File: src/rtl/watch_pkg.sv
// Shared encodings and default timing parameters for the watch time-set logic.
// Auto-repeat is enabled by defining TIME_SET_AUTO_REPEAT_EN.
package watch_pkg;

    typedef enum logic [1:0] {
        RUN      = 2'd0,
        SET_HOUR = 2'd1,
        SET_MIN  = 2'd2
    } set_mode_e;

    localparam int DEF_DEBOUNCE_CYCLES = 4;
    localparam int DEF_REPEAT_DELAY    = 16;
    localparam int DEF_REPEAT_PERIOD   = 4;
    localparam int DEF_IDLE_TIMEOUT    = 64;

endpackage

File: src/rtl/btn_debounce.sv
// Two-flop synchronizer plus counting debouncer for one raw pushbutton.
// flip pulses for one cycle in the cycle the debounced level changes.
module btn_debounce
    import watch_pkg::*;
#(
    parameter int DEBOUNCE_CYCLES = DEF_DEBOUNCE_CYCLES
) (
    input  logic clk,
    input  logic reset_n,
    input  logic raw,
    output logic level,
    output logic flip
);

    localparam int CW = $clog2(DEBOUNCE_CYCLES + 1);

    logic [1:0]    sync;
    logic [CW-1:0] cnt;

    always_ff @(posedge clk or negedge reset_n) begin
        if (!reset_n) begin
            sync  <= '0;
            cnt   <= '0;
            level <= 1'b0;
            flip  <= 1'b0;
        end else begin
            sync <= {sync[0], raw};
            flip <= 1'b0;
            if (sync[1] != level) begin
                if (cnt == CW'(DEBOUNCE_CYCLES - 1)) begin
                    cnt   <= '0;
                    level <= sync[1];
                    flip  <= 1'b1;
                end else begin
                    cnt <= cnt + 1'b1;
                end
            end else begin
                cnt <= '0;
            end
        end
    end

endmodule

File: src/rtl/time_set_ctrl.sv
// Time-set controller: mode/up/down buttons drive set_mode, clock_enable and
// single-cycle inc/dec pulses. Define TIME_SET_AUTO_REPEAT_EN for auto-repeat.
module time_set_ctrl
    import watch_pkg::*;
#(
    parameter int DEBOUNCE_CYCLES = DEF_DEBOUNCE_CYCLES,
    parameter int REPEAT_DELAY    = DEF_REPEAT_DELAY,
    parameter int REPEAT_PERIOD   = DEF_REPEAT_PERIOD,
    parameter int IDLE_TIMEOUT    = DEF_IDLE_TIMEOUT
) (
    input  logic       clk,
    input  logic       reset_n,
    input  logic       btn_mode,
    input  logic       btn_up,
    input  logic       btn_down,
    output logic       min_inc,
    output logic       min_dec,
    output logic       hour_inc,
    output logic       hour_dec,
    output logic       clock_enable,
    output logic [1:0] set_mode
);

    // Hold and repeat counters share one width.
    localparam int HW = $clog2(REPEAT_DELAY + REPEAT_PERIOD + 1);
    localparam int IW = $clog2(IDLE_TIMEOUT + 1);

    logic mode_level, mode_flip;
    logic up_level, up_flip;
    logic down_level, down_flip;

    btn_debounce #(.DEBOUNCE_CYCLES(DEBOUNCE_CYCLES)) u_mode (
        .clk(clk), .reset_n(reset_n), .raw(btn_mode),
        .level(mode_level), .flip(mode_flip)
    );
    btn_debounce #(.DEBOUNCE_CYCLES(DEBOUNCE_CYCLES)) u_up (
        .clk(clk), .reset_n(reset_n), .raw(btn_up),
        .level(up_level), .flip(up_flip)
    );
    btn_debounce #(.DEBOUNCE_CYCLES(DEBOUNCE_CYCLES)) u_down (
        .clk(clk), .reset_n(reset_n), .raw(btn_down),
        .level(down_level), .flip(down_flip)
    );

    logic mode_rise, mode_fall, up_rise, down_rise;
    assign mode_rise = mode_flip & mode_level;
    assign mode_fall = mode_flip & ~mode_level;
    assign up_rise   = up_flip & up_level;
    assign down_rise = down_flip & down_level;

    set_mode_e     state_q, state_d;
    logic          ce_q, ce_d;
    logic [IW-1:0] idle_q, idle_d;
    logic [HW-1:0] hold_q, hold_d;
    logic          armed_q, armed_d;
    logic          long_q, long_d;
    logic          fire_up, fire_dn, active;
    logic          hi_d, hd_d, mi_d, md_d;
`ifdef TIME_SET_AUTO_REPEAT_EN
    logic [HW-1:0] rep_q, rep_d;
    logic          rep_act_q, rep_act_d;
`endif

    always_comb begin
        state_d = state_q;
        ce_d    = ce_q;
        idle_d  = idle_q;
        hold_d  = hold_q;
        armed_d = armed_q;
        long_d  = long_q;
        fire_up = 1'b0;
        fire_dn = 1'b0;
        active  = 1'b0;
`ifdef TIME_SET_AUTO_REPEAT_EN
        rep_d     = '0;
        rep_act_d = 1'b0;
`endif
        unique case (state_q)
            RUN: begin
                idle_d = '0;
                // Only a press that began in RUN may toggle or advance.
                if (mode_rise) begin
                    armed_d = 1'b1;
                    hold_d  = '0;
                    long_d  = 1'b0;
                end else if (mode_fall) begin
                    if (armed_q && !long_q) state_d = SET_HOUR;
                    armed_d = 1'b0;
                    hold_d  = '0;
                    long_d  = 1'b0;
                end else if (armed_q && mode_level && !long_q) begin
                    if (hold_q == HW'(REPEAT_DELAY - 1)) begin
                        ce_d   = ~ce_q;
                        long_d = 1'b1;
                    end else begin
                        hold_d = hold_q + 1'b1;
                    end
                end
            end
            SET_HOUR, SET_MIN: begin
                armed_d = 1'b0;
                hold_d  = '0;
                long_d  = 1'b0;
                if (mode_rise) begin
                    if (state_q == SET_HOUR) state_d = SET_MIN;
                    else                     state_d = RUN;
                    idle_d = '0;
                end else begin
                    fire_up = up_rise & ~down_level;
                    fire_dn = down_rise & ~up_level;
                    active  = up_rise | down_rise;
`ifdef TIME_SET_AUTO_REPEAT_EN
                    if (fire_up || fire_dn) begin
                        rep_act_d = 1'b1;
                    end else if (rep_act_q && (up_level ^ down_level)) begin
                        rep_act_d = 1'b1;
                        if (rep_q == HW'(REPEAT_DELAY - 1)) begin
                            rep_d   = HW'(REPEAT_DELAY - REPEAT_PERIOD);
                            fire_up = up_level;
                            fire_dn = down_level;
                            active  = 1'b1;
                        end else begin
                            rep_d = rep_q + 1'b1;
                        end
                    end
`endif
                    if (active) begin
                        idle_d = '0;
                    end else if (idle_q == IW'(IDLE_TIMEOUT - 1)) begin
                        state_d = RUN;
                        idle_d  = '0;
                    end else begin
                        idle_d = idle_q + 1'b1;
                    end
                end
            end
            default: state_d = RUN;
        endcase
        hi_d = fire_up && (state_q == SET_HOUR);
        hd_d = fire_dn && (state_q == SET_HOUR);
        mi_d = fire_up && (state_q == SET_MIN);
        md_d = fire_dn && (state_q == SET_MIN);
    end

    always_ff @(posedge clk or negedge reset_n) begin
        if (!reset_n) begin
            state_q  <= RUN;
            ce_q     <= 1'b1;
            idle_q   <= '0;
            hold_q   <= '0;
            armed_q  <= 1'b0;
            long_q   <= 1'b0;
            hour_inc <= 1'b0;
            hour_dec <= 1'b0;
            min_inc  <= 1'b0;
            min_dec  <= 1'b0;
        end else begin
            state_q  <= state_d;
            ce_q     <= ce_d;
            idle_q   <= idle_d;
            hold_q   <= hold_d;
            armed_q  <= armed_d;
            long_q   <= long_d;
            hour_inc <= hi_d;
            hour_dec <= hd_d;
            min_inc  <= mi_d;
            min_dec  <= md_d;
        end
    end

`ifdef TIME_SET_AUTO_REPEAT_EN
    always_ff @(posedge clk or negedge reset_n) begin
        if (!reset_n) begin
            rep_q     <= '0;
            rep_act_q <= 1'b0;
        end else begin
            rep_q     <= rep_d;
            rep_act_q <= rep_act_d;
        end
    end
`endif

    assign set_mode     = state_q;
    assign clock_enable = ce_q;

endmodule

File: config.mk
export PLATFORM = sky130hd
export DESIGN_NAME = time_set_ctrl
export DESIGN_NICKNAME = d
export VERILOG_FILES = /design/src/rtl/watch_pkg.sv /design/src/rtl/btn_debounce.sv /design/src/rtl/time_set_ctrl.sv
export SDC_FILE = /design/constraint.sdc
export NUM_CORES = 1
export LEC_CHECK = 0
export CORE_UTILIZATION = 62
export DETAILED_ROUTE_END_ITERATION = 8
export GPL_ROUTABILITY_DRIVEN = 0
export PLACE_DENSITY = 0.84
export SYNTH_ARGS = -nofsm -noshare
export SYNTH_HDL_FRONTEND = slang
export SYNTH_SLANG_ARGS = --single-unit
File: constraint.sdc
create_clock -name clk -period 5.3 [get_ports clk]
set_input_delay 0.53 -clock clk [delete_from_list [all_inputs] [get_ports clk]]
set_output_delay 0.53 -clock clk [all_outputs]
set_load 0.05 [all_outputs]
==> Yosys cells after proc, flatten, opt, wreduce, memory -nomap -nowiden <==
Cells that the tools add are included.
{ "classes": {"n_eq_ne": 19, "n_reduce_logical": 19, "add_sub_neg": 5, "magnitude_cmp": 0, "div_mod_pow": 0, "mul": 0, "mux": 41, "bitwise": 13, "shift": 0} }
{ "op_table": {"columns": ["op", "n"], "rows": [
  ["7-bit two-way mux", 3],
  ["5-bit two-way mux", 4],
  ["3-bit two-way mux", 6],
  ["1-bit two-way mux", 16],
  ["2-bit two-way mux", 7],
  ["7-bit one-hot mux with 2 select lines", 1],
  ["4-bit inequality test (second input constant)", 3],
  ["5-bit one-hot mux with 2 select lines", 1],
  ["5-bit AND reduction", 2],
  ["3-bit by 1-bit adder with 3-bit output (second input constant)", 3],
  ["3-bit by 2-bit equality test with 1-bit output (second input constant)", 3],
  ["3-bit inequality test (second input constant)", 3],
  ["2-bit AND reduction", 4],
  ["7-bit by 1-bit adder with 7-bit output (second input constant)", 1],
  ["7-bit by 6-bit equality test with 1-bit output (second input constant)", 1],
  ["1-bit logical AND", 7],
  ["1-bit AND", 6],
  ["2-bit inequality test (second input constant)", 3],
  ["1-bit NOT", 6],
  ["3-bit AND reduction", 2],
  ["5-bit by 1-bit adder with 5-bit output (second input constant)", 1],
  ["5-bit by 4-bit equality test with 1-bit output (second input constant)", 1],
  ["1-bit one-hot mux with 2 select lines", 2],
  ["2-bit one-hot mux with 2 select lines", 1],
  ["other kinds (8)", 10]
]} }
{ "totals": {"reg_bits": 42, "in_bits": 5, "rom_bits": 0, "latch_bits": 0, "out_inout_bits": 7, "ramBits": 0, "memories": 0} }

==> Longest topological paths before layout <==
Gate-level depths: netlist of run 1.
{ "depth": {"word_depth": 6, "depth_mapped": 7, "mapped_depth_nobuf": 7} }

==> Modules after synthesis <==
From an unflattened synthesis of run 1, not the netlist that was laid out.
{ "unflattened": {"hier_cells": 160, "area_unflattened_um2": 1894.3} }
{ "modules_own_cells": {"columns": ["mod", "area_each_um2", "n_inst", "cells_per_inst"], "rows": [
  ["time_set_ctrl", 1151.1, 1, 115],
  ["btn_debounce", 247.7, 3, 15]
]} }

==> Worst setup path before layout of run 1 <==
OpenSTA, ideal clock, no wires.
{ "synth_timing": {"path_type": "register -> register", "start": "register state_q[0] (netlist: set_mode[0])", "end": "register state_q[0] (netlist: set_mode[0])", "period_less_slack_ps": 2033, "path_stages_with_launch": 6, "path_slack_ps": 3267, "setup_ps": 128, "arrival_time_ps": 1905, "required_time_ps": 5172, "path_cell_list": "dfrtp_1 -> inv_1 -> ha_1 -> a21bo_2 -> o21ai_1 -> mux2_1"} }
{ "synth_via": {"elab_chain_len": 4} }
{ "synth_lines": {"columns": ["element", "line_no", "source"], "rows": [
  ["start, declared", "time_set_ctrl.sv:51", "set_mode_e state_q, state_d;"],
  ["start signal, assigned", "time_set_ctrl.sv:158", "state_q <= state_d;"],
  ["2-bit by 1-bit equality test with 1-bit output or 2-bit equality test (tied branches)", "time_set_ctrl.sv:78", "unique case (state_q)"],
  ["2-bit OR reduction", "time_set_ctrl.sv:78", null],
  ["3-bit inequality test (no source line)", null, null],
  ["5-bit AND reduction (no source line)", null, null]
]} }
Parallel ways exist; a longest one is shown, timed or not.
A chain may end at the register's enable or synchronous reset.

==> Worst setup path after layout of run 1 <==
{ "layout_timing": {"start": "register ce_q (netlist: clock_enable)", "end": "output port clock_enable"} }
{ "layout_lines": {"columns": ["element", "line_no", "source"], "rows": [
  ["start, declared", "time_set_ctrl.sv:52", "logic ce_q, ce_d;"],
  ["start signal, assigned", "time_set_ctrl.sv:148", "ce_q <= 1'b1;"],
  ["start signal, assigned", "time_set_ctrl.sv:159", "ce_q <= ce_d;"],
  ["end, declared", "time_set_ctrl.sv:20", "output logic clock_enable,"]
]} }
No word-level cell between the ends.

==> summary.md, run 1 <==
| Metric | Value |
|---|---|
| Average routed wire per standard cell | `roughly 16 microns` |
| Port-buffer cells | `11` |
| Die Span Y | `between 50 and 60 microns` |
| Worst skew pair latency | `360 ps` |
| Status | `finished clean` |
| Mux share of post-synthesis cell area | `0.03503` |
| Leak Pwr | `between 0.9 and 1 nW` |
| Grt total ovfl | `0` |
| Site Rows | `19` |
| Setup slack, reg-to-reg | `between 3000 and 4000 ps` |
| Seq/Total Area, Yosys | `0.5558` |
| # DRC | `0` |
| Vias after detailed routing | `around 1,300` |
| Critical Path Sink Type | `output port` |
| Post-CTS Hold Buffers | `0` |
| Slew headroom | `0.3981` |
| Crit-path slowest cell | `clkdlybuf4s50_1` |
| Core area | `2829 sq um` |
| Routed Antenna Nets | `0` |
| Xor/xnor share of the synthesized area | `0.02776` |
| Largest cells by area after synthesis | `dfrtp_1 54%, ha_1 7.3%, nand2_1 3.4%` |
| Top cell type's share of synthesized area | `0.5420` |
| Post-synth EDFFs | `0` |
| MaxCap Viol Count | `0` |
| Cells along the critical path | `clkdlybuf4s50_1` |
| Clock tree buffer depth | `2` |
| Vias in the first global route | `roughly 1,300` |
| Antenna Cells | `0` |
| Setup violators final | `0` |
| Vias per std cell | `between 6 and 7` |
| Antenna violations before repair | `0` |
| Setup TNS | `0 ps` |
| DRT Wirelength | `about 3.3 mm` |
| Worst-margin pin slew | `902.8 ps` |
| Synth top cells by count | `41 x dfrtp_1, 17 x nand2_1, 11 x ha_1` |
| Net count, final | `approximately 190` |
| Mapped cell area | `between 1500 and 2000 sq um` |
| Ports | `12` |
| Die Area | `between 3000 and 4000 sq um` |
| CP max stage delay | `790 ps` |
| Clock transition at the registers of the reported paths | `between 100 and 150 ps` |
| Die Wd | `~57 microns` |
| Crit Path Category | `reg2out` |
| Fmax | `about 450 MHz` |
| Crit path buffers/inverters | `1` |
| Initial Utilization | `0.6692` |
| Total of warnings raised by yosys | `0` |
| Worst clock skew | `around 19 ps` |
| Setup repair bufs after CTS | `0` |
| Drt pass-1 iters | `4` |
| Final min period | `approximately 2200 ps` |
| Clock Tree Root | `clkbuf_4` |
| Post-CTS Resized | `0` |
| Synthesized flop and latch total | `between 40 and 50` |
| Hpwl dp | `about 2.3 mm` |
| Synth cell types | `42` |
| Worst Hold Class | `in2async` |
| RSZ-0062 raised after global routing | `no` |
| Fin. max-slew vios | `0` |
| Pin count of the biggest net entering global routing | `43` |
| Worst reg2reg path depth | `6` |
| Most numerous cell in the Yosys netlist | `dfrtp_1` |
| Commonest register cell after synthesis | `dfrtp_1` |
| Critical path data required time | `4770 ps` |
| Area delta synth->final | `12.03%` |
| Max VDD drop | `a little over 0.0003 V` |
| CTS H-tree depth | `2` |
| Biggest area consumer among synthesized cells | `dfrtp_1` |
| Crit Path Max Fanout | `2` |
| Mapped Cells | `approximately 170` |
| Arrival @ worst endpoint | `~1700 ps` |
| Startpoint Class | `flop` |
| FFs w/ async S/R, synth | `1.000` |
| Pwr/cell area | `between 400 and 500 nW/um^2` |
| Proportion of layout cells with a drive suffix above 1 | `0.1006` |
| Synth Area in Compound Gates | `0.08923` |
| Syn_nets | `181` |
| Clock sinks | `42` |
| Post-synthesis adder-cell area fraction | `0.07270` |
| First-pass GRT wire length | `5.927 mm` |
| CTS tree | `yes` |
| RR Startpoint | `set_mode[1]` |
| Simple-gate area share of the yosys netlist | `0.1950` |
| Syn Area/Cell | `roughly 11 sq um` |
| Final Hold Vio Count | `0` |
| Total GRT Usage | `0.2456` |
| Cell family with most CP delay | `buffers and inverters` |
| Largest family of logic cells by synthesized area | `simple AND/OR/NAND/NOR gates` |
| CTS buffer count | `5` |
| RR Endpoint | `idle_q[3]` |
| Starting DRT DRC Count | `60` |
| Final core utilization | `0.7497` |
| Period utilisation layout | `0.4212` |
## worst max-delay path by stage
stage	endpoint	startpoint	slack (ps)	cells after the start
floorplan	set_mode[0]	set_mode[0]	3270	5
detailed placement	idle_q[3]	set_mode[0]	3440	6
global route	clock_enable	clock_enable	3010	1
finish	clock_enable	clock_enable	3070	1
CTS	clock_enable	clock_enable	3060	1
global placement	clock_enable	clock_enable	3470	1
## logic make-up (layout without fill, tap and decap cells)
kind of cell,count (synthesis),after routing
simple gates,67,67
flops,42,42
compound gates,23,23
fa+ha+maj,11,11
buf+inv,10,24
xor+xnor,6,6
mux,6,6
## through the flow
step / area [sq um] / total power [mW] / hold slack, ps / setup slack, ps / instances
floorplan: 1893 / 0.6866 / 234.4 / 3267 / 165
global placement: 2009 / 0.7312 / 333.7 / 3465 / 202
detailed placement: 2009 / 0.7679 / 339.6 / 3443 / 202
CTS: 2121 / 1.029 / 303.9 / 3058 / 210
global route: 2121 / 1.097 / 352.4 / 3012 / 210
finish: 2121 / 1.026 / 275.3 / 3068 / 210
## layout by cell type, fill, tap and decap left out, types with 4 or more instances in the layout
| master | count |
|---|---|
| dfrtp_1 | 41 |
| nand2_1 | 17 |
| ha_1 | 11 |
| nor2b_1 | 10 |
| nor3_1 | 10 |
| clkdlybuf4s50_1 | 10 |
| o21ai_0 | 7 |
| nand3_1 | 6 |
| nor2_1 | 5 |
| clkbuf_4 | 5 |
| inv_1 | 4 |
| xnor2_1 | 4 |
| nor3b_1 | 4 |
| nand2b_1 | 4 |
| mux2_2 | 4 |
## sequential cells by signal, indices dropped and copies added, names as in the netlist, 2 cells and up
signal / cells
u_down.cnt: 3
u_mode.cnt: 3
idle_q: 7
u_mode.sync: 2
u_up.cnt: 3
u_down.sync: 2
hold_q: 5
set_mode: 2
u_up.sync: 2
## per-layer routing
| metal | vias up | track usage | share of wire |
|---|---|---|---|
| li1 | 595 | - | - |
| met1 | 622 | 0.2897 | 0.42 |
| met2 | 34 | 0.4067 | 0.51 |
| met3 | 11 | 0.07483 | 0.047 |
| met4 | 0 | 0.1289 | 0.025 |
| met5 | - | 0 | 0 |
## area by class of cell
cell class                      count  area [sq um]
Sequential cell                    42          1052
Inverter                            5         18.77
Fill cell                         185         708.2
Clock inverter                      2         60.06
Tap cell                           31         38.79
Clock buffer                        6         51.30
Multi-Input combinational cell    113         794.5
Timing Repair Buffer               11         105.1
## power breakdown
part,internal (mW),switching (mW)
Sequential,0.383,0.0686
Clock,0.160,0.105
Combinational,0.136,0.173
(Power assumes the default switching activity.)
==> inputs of run 2 (changes only) <==
- CORE_UTILIZATION: 62 -> 57
- PLACE_DENSITY: 0.84 -> 0.78
- clock period: 5.3 -> 2.1 ns (I/O delays scaled with it)
==> summary.md, run 2 (synthesized netlist as in run 1, its figures left out) <==
| Metric | Value |
|---|---|
| Status | `finished clean` |
| Max reg flops | `7` |
| Hold path startpoint | `btn_mode` |
| Critical path data required time | `1890 ps` |
| Grt total ovfl | `0` |
| Crit path buffers/inverters | `1` |
| Critical path startpoint | `clock_enable` |
| CTS buffer count | `5` |
| Leak Pwr | `~0.96 nW` |
| # DRC | `0` |
| Max VDD drop | `0.0006677 V` |
| Worst-margin pin slew | `roughly 900 ps` |
| Post-CTS Resized | `0` |
| Drt pass-1 iters | `4` |
| Most frequent cells in the layout | `41 x dfrtp_1, 17 x nand2_1, 11 x ha_1` |
| Final Hold Vio Count | `0` |
| CP max stage delay | `approximately 800 ps` |
| Starting DRT DRC Count | `between 60 and 70` |
| Largest registers | `idle_q (7), hold_q (5)` |
| Crit Path Max Fanout | `2` |
| Fmax | `roughly 520 MHz` |
| Final min period | `approximately 1900 ps` |
| Final Cell Area | `about 2100 sq um` |
| Vias after detailed routing | `around 1,200` |
| Pint | `around 1.4 mW` |
| Ports | `12` |
| P_sw | `approximately 0.84 mW` |
| Worst clock skew | `roughly 12 ps` |
| Fin. max-slew vios | `0` |
| Clock sinks | `42` |
| Reg with most FFs | `idle_q` |
| Proportion of layout cells with a drive suffix above 1 | `0.1050` |
| Vias per std cell | `5.511` |
| First-pass GRT wire length | `between 5 and 6 mm` |
| CTS tree | `yes` |
| MaxCap Viol Count | `0` |
| Hpwl dp | `~2.2 mm` |
| Initial Utilization | `0.6101` |
| Period utilisation layout | `0.9131` |
| Commonest non-fill, non-tap cell in the layout | `dfrtp_1` |
| Antenna violations before repair | `0` |
| Vias in the first global route | `1,226` |
| Slew headroom | `0.4089` |
| Setup TNS | `0 ps` |
| RSZ-0062 raised after global routing | `no` |
| Worst skew pair latency | `around 350 ps` |
| Pwr/cell area | `1084 nW/um^2` |
| Cells along the critical path | `clkdlybuf4s50_1` |
| Setup violators final | `0` |
| Site Rows | `20` |
| Antenna Cells | `0` |
| Part of the power in registers | `0.497` |
| Sw Ratio | `0.3688` |
| Layout Cells excl Fill | `approximately 230` |
| Arrival @ worst endpoint | `between 1500 and 2000 ps` |
| RR Startpoint | `set_mode[0]` |
| Combinational Power Share | `0.330` |
| CTS H-tree depth | `2` |
| Clock Tree Root | `clkbuf_4` |
| DRT Wirelength | `around 3.0 mm` |
| Pin count of the biggest net entering global routing | `between 40 and 50` |
| Register area | `between 1000 and 1500 sq um` |
| Filler cells | `233` |
| Setup slack, reg-to-reg | `210 ps` |
| Cell family with most CP delay | `buffers and inverters` |
| Die Span Y | `about 60 microns` |
| Net count, final | `~200` |
| Crit-path slowest cell | `clkdlybuf4s50_1` |
| Total GRT Usage | `0.2023` |
| Multi-input gate area | `slightly below 800 sq um` |
| Clock group share of total power | `0.173` |
| Routed Antenna Nets | `0` |
| Area delta synth->final | `11.04%` |
| Port-buffer cells | `11` |
| Clock transition at the registers of the reported paths | `roughly 130 ps` |
| Placed cells | `216` |
| Die Area | `roughly 3600 sq um` |
| Core area | `3103 sq um` |
| Crit Path Category | `reg2out` |
| Dpl cell area | `2033 sq um` |
| Clock tree buffer depth | `2` |
| Startpoint Class | `flop` |
| Critical Path Sink Type | `output port` |
| Die Wd | `just under 60 microns` |
| Worst Hold Class | `in2reg` |
| Average routed wire per standard cell | `between 10 and 15 microns` |
## run 2: per-stage QoR
step                hold WS, ps  setup slack [ps]  power (mW)  utilization
floorplan                -85.59             66.96       1.733            -
global placement          335.8             353.0       1.851       0.6552
detailed placement        338.9             252.4       1.902       0.6552
CTS                       264.9             164.8       2.299       0.6774
global route              258.1             12.79       2.460       0.6774
finish                    272.4             182.4       2.279       0.6774
## run 2: routing by layer
| metal | vias to the layer above | track usage | routed length [microns] |
|---|---|---|---|
| met5 | - | 0 | 0 |
| met1 | 610 | 0.2290 | 1318 |
| met4 | 0 | 0.08306 | 63 |
| li1 | 602 | - | - |
| met3 | 7 | 0.06550 | 111 |
| met2 | 21 | 0.3515 | 1517 |
## run 2: layout make-up
| class | count | area share |
|---|---|---|
| clock inverters | 3 | 0.01012 |
| flip-flops and latches | 42 | 0.5006 |
| multi-input cells | 113 | 0.3780 |
| well taps | 44 | 0.02619 |
| inverters | 5 | 0.008929 |
| clock buffers | 5 | 0.01786 |
| repair buffers | 13 | 0.05833 |
## run 2: path summary, 6_finish.rpt
| kind | to | cells past startpoint |
|---|---|---|
| worst min-delay path | u_mode.sync[0] | 1 |
| min in group asynchronous | u_mode.level | 2 |
| worst max register to register | idle_q[5] | 6 |
| worst max-delay path | clock_enable | 1 |
| max in group asynchronous | idle_q[1] | 2 |
| worst min register to register | u_mode.sync[1] | 0 |
## run 2: what timing repair did
item | CTS | global route
hold buffers | 1 | 0
endpoints found under the hold margin | 41 | 0
buffers inserted | 0 | 0
## run 2: power groups by stage
stage | Combinational (mW) | Sequential [mW] | Clock [mW]
after floorplan | 0.629 | 1.10 | 0
after global placement | 0.717 | 1.13 | 0
after detailed placement | 0.756 | 1.15 | 0
after CTS | 0.764 | 1.13 | 0.405
after global routing | 0.869 | 1.15 | 0.437
final | 0.753 | 1.13 | 0.394
==> inputs of run 3 (changes only) <==
- MAX_ROUTING_LAYER: default -> met4
==> summary.md, run 3 (synthesized netlist as in run 1, its figures left out) <==
| Metric | Value |
|---|---|
| Status | `finished clean` |
| Critical path data required time | `roughly 1900 ps` |
| Setup TNS | `0 ps` |
| Cell family with most CP delay | `buffers and inverters` |
| Routed Antenna Nets | `0` |
| Proportion of layout cells with a drive suffix above 1 | `0.1050` |
| Setup slack, reg-to-reg | `220 ps` |
| Worst skew pair latency | `350 ps` |
| Commonest non-fill, non-tap cell in the layout | `dfrtp_1` |
| Drt pass-1 iters | `4` |
| Filler cells | `~230` |
| Site Rows | `20` |
| Met1 Track Usage GR | `0.2261` |
| Die Span Y | `59.63 microns` |
| Grt total ovfl | `0` |
| Cells along the critical path | `clkdlybuf4s50_1` |
| Fin. max-slew vios | `0` |
| Reg with most FFs | `idle_q` |
| Leak Pwr | `0.9604 nW` |
| Core area | `roughly 3100 sq um` |
| # DRC | `0` |
| Hpwl dp | `approximately 2.2 mm` |
| Vias per std cell | `5.564` |
| Port-buffer cells | `11` |
| Max reg flops | `7` |
| Net count, final | `roughly 200` |
| RSZ-0062 raised after global routing | `no` |
| DRT Wirelength | `2.990 mm` |
| Sw Ratio | `0.3671` |
| Clock sinks | `42` |
| Pin count of the biggest net entering global routing | `43` |
| Die Wd | `about 60 microns` |
| Max VDD drop | `0.0006554 V` |
| Arrival @ worst endpoint | `between 1500 and 2000 ps` |
| Startpoint Class | `flop` |
| Global-route met2 utilization | `0.3499` |
| Hold path startpoint | `btn_mode` |
| Final Hold Vio Count | `0` |
| Pwr/cell area | `between 1000 and 1500 nW/um^2` |
| MaxCap Viol Count | `0` |
| Clock group share of total power | `0.172` |
| RR Endpoint | `idle_q[5]` |
| Average routed wire per standard cell | `about 13 microns` |
| Most frequent cells in the layout | `41 x dfrtp_1, 17 x nand2_1, 11 x ha_1` |
| Area delta synth->final | `11.04%` |
| Final core utilization | `0.6774` |
| Crit Path Max Fanout | `2` |
| Crit-path slowest cell | `clkdlybuf4s50_1` |
| Crit path buffers/inverters | `1` |
| CP max stage delay | `800 ps` |
| Antenna Cells | `0` |
| Setup violators final | `0` |
| Final min period | `roughly 1900 ps` |
| Total GRT Usage | `0.2070` |
| Largest registers | `idle_q (7), hold_q (5)` |
| Slew headroom | `0.4084` |
| Starting DRT DRC Count | `47` |
| Part of the power in registers | `0.497` |
| GR peak layer | `met2` |
| Die Area | `around 3600 sq um` |
| Worst Hold Class | `in2reg` |
| Hold path depth | `1` |
| Combinational Power Share | `0.331` |
| P_sw | `~0.83 mW` |
| Pint | `around 1.4 mW` |
| CTS H-tree depth | `2` |
| Worst reg2reg path depth | `6` |
| Antenna violations before repair | `0` |
| RR Startpoint | `set_mode[1]` |
| Initial Utilization | `0.6101` |
| First-pass GRT wire length | `approximately 5.1 mm` |
| Vias after detailed routing | `1,252` |
| Critical Path Sink Type | `output port` |
| Ports | `12` |
| Clock transition at the registers of the reported paths | `approximately 120 ps` |
| CTS tree | `yes` |
| Clock tree buffer depth | `2` |
| Worst clock skew | `approximately 8.1 ps` |
| Crit Path Category | `reg2out` |
| Period utilisation layout | `0.9147` |
| Vias in the first global route | `around 1,200` |
| Clock Tree Root | `clkbuf_4` |
| Met3 usage | `0.06550` |
| Fmax | `~520 MHz` |
| CTS buffer count | `5` |
| Worst-margin pin slew | `between 800 and 900 ps` |
| Hold Path Sink | `u_mode.sync[0]` |
[run 3: cell counts in the layout (fill, tap and decap cells not counted)]
No cell type changed its count.
[run 3: layout make-up]
type | count | area, sq um | share of cell area
flip-flops and latches | 42 | 1052 | 0.5006
multi-input cells | 113 | 794.5 | 0.3780
clock inverters | 3 | 21.27 | 0.01012
repair buffers | 13 | 122.6 | 0.05833
clock buffers | 5 | 37.54 | 0.01786
well taps | 44 | 55.05 | 0.02619
inverters | 5 | 18.77 | 0.008929
[run 3: worst max-delay path by stage]
stage            startpoint  slack [ps]           end  depth (start not counted)
3_3_place_gp      hold_q[0]         350     hold_q[3]                          7
6_report       clock_enable         180  clock_enable                          1
3_5_place_dp    set_mode[1]         250     idle_q[5]                          6
5_1_grt         set_mode[1]          10     idle_q[5]                          6
2_1_floorplan   set_mode[0]          70   set_mode[0]                          5
4_1_cts        clock_enable         160  clock_enable                          1
[run 3: repair_timing]
action / in CTS / in global routing
setup endpoints to repair: 0 / 0
hold buffers: 1 / 0
endpoints found under the hold margin: 41 / 0
buffers inserted: 0 / 0
gates resized for setup: 0 / 0
[run 3: power by group through the flow]
stage / clock (mW) / combinational (mW) / sequential (mW)
after floorplan: 0 / 0.629 / 1.10
after global placement: 0 / 0.717 / 1.13
after detailed placement: 0 / 0.756 / 1.15
after CTS: 0.405 / 0.764 / 1.13
after global routing: 0.440 / 0.869 / 1.15
final: 0.391 / 0.752 / 1.13
[run 3: layer usage]
| layer | vias to the layer above | wire length (microns) |
|---|---|---|
| li1 | 606 | - |
| met1 | 618 | 1326 |
| met2 | 20 | 1506 |
| met3 | 8 | 96 |
| met4 | 0 | 60 |
| met5 | - | 0 |
[run 3: worst reg2reg max path: stages (launching register included)]
cell,delay [ps]
dfrtp_1,420
inv_1,110
ha_1,350
a21boi_1,330
o311ai_1,260
and2_1,230
nor2_1,110
[run 3: through the flow]
step	hold slack (ps)	area, sq um	setup slack (ps)	power [mW]	std cells
3_3_place_gp	335.8	2033	353.0	1.851	216
2_1_floorplan	-85.59	1893	66.96	1.733	165
3_5_place_dp	338.9	2033	252.4	1.902	216
6_report	275.2	2102	179.0	2.273	225
5_1_grt	258.0	2102	12.79	2.462	225
4_1_cts	264.9	2102	164.8	2.299	225
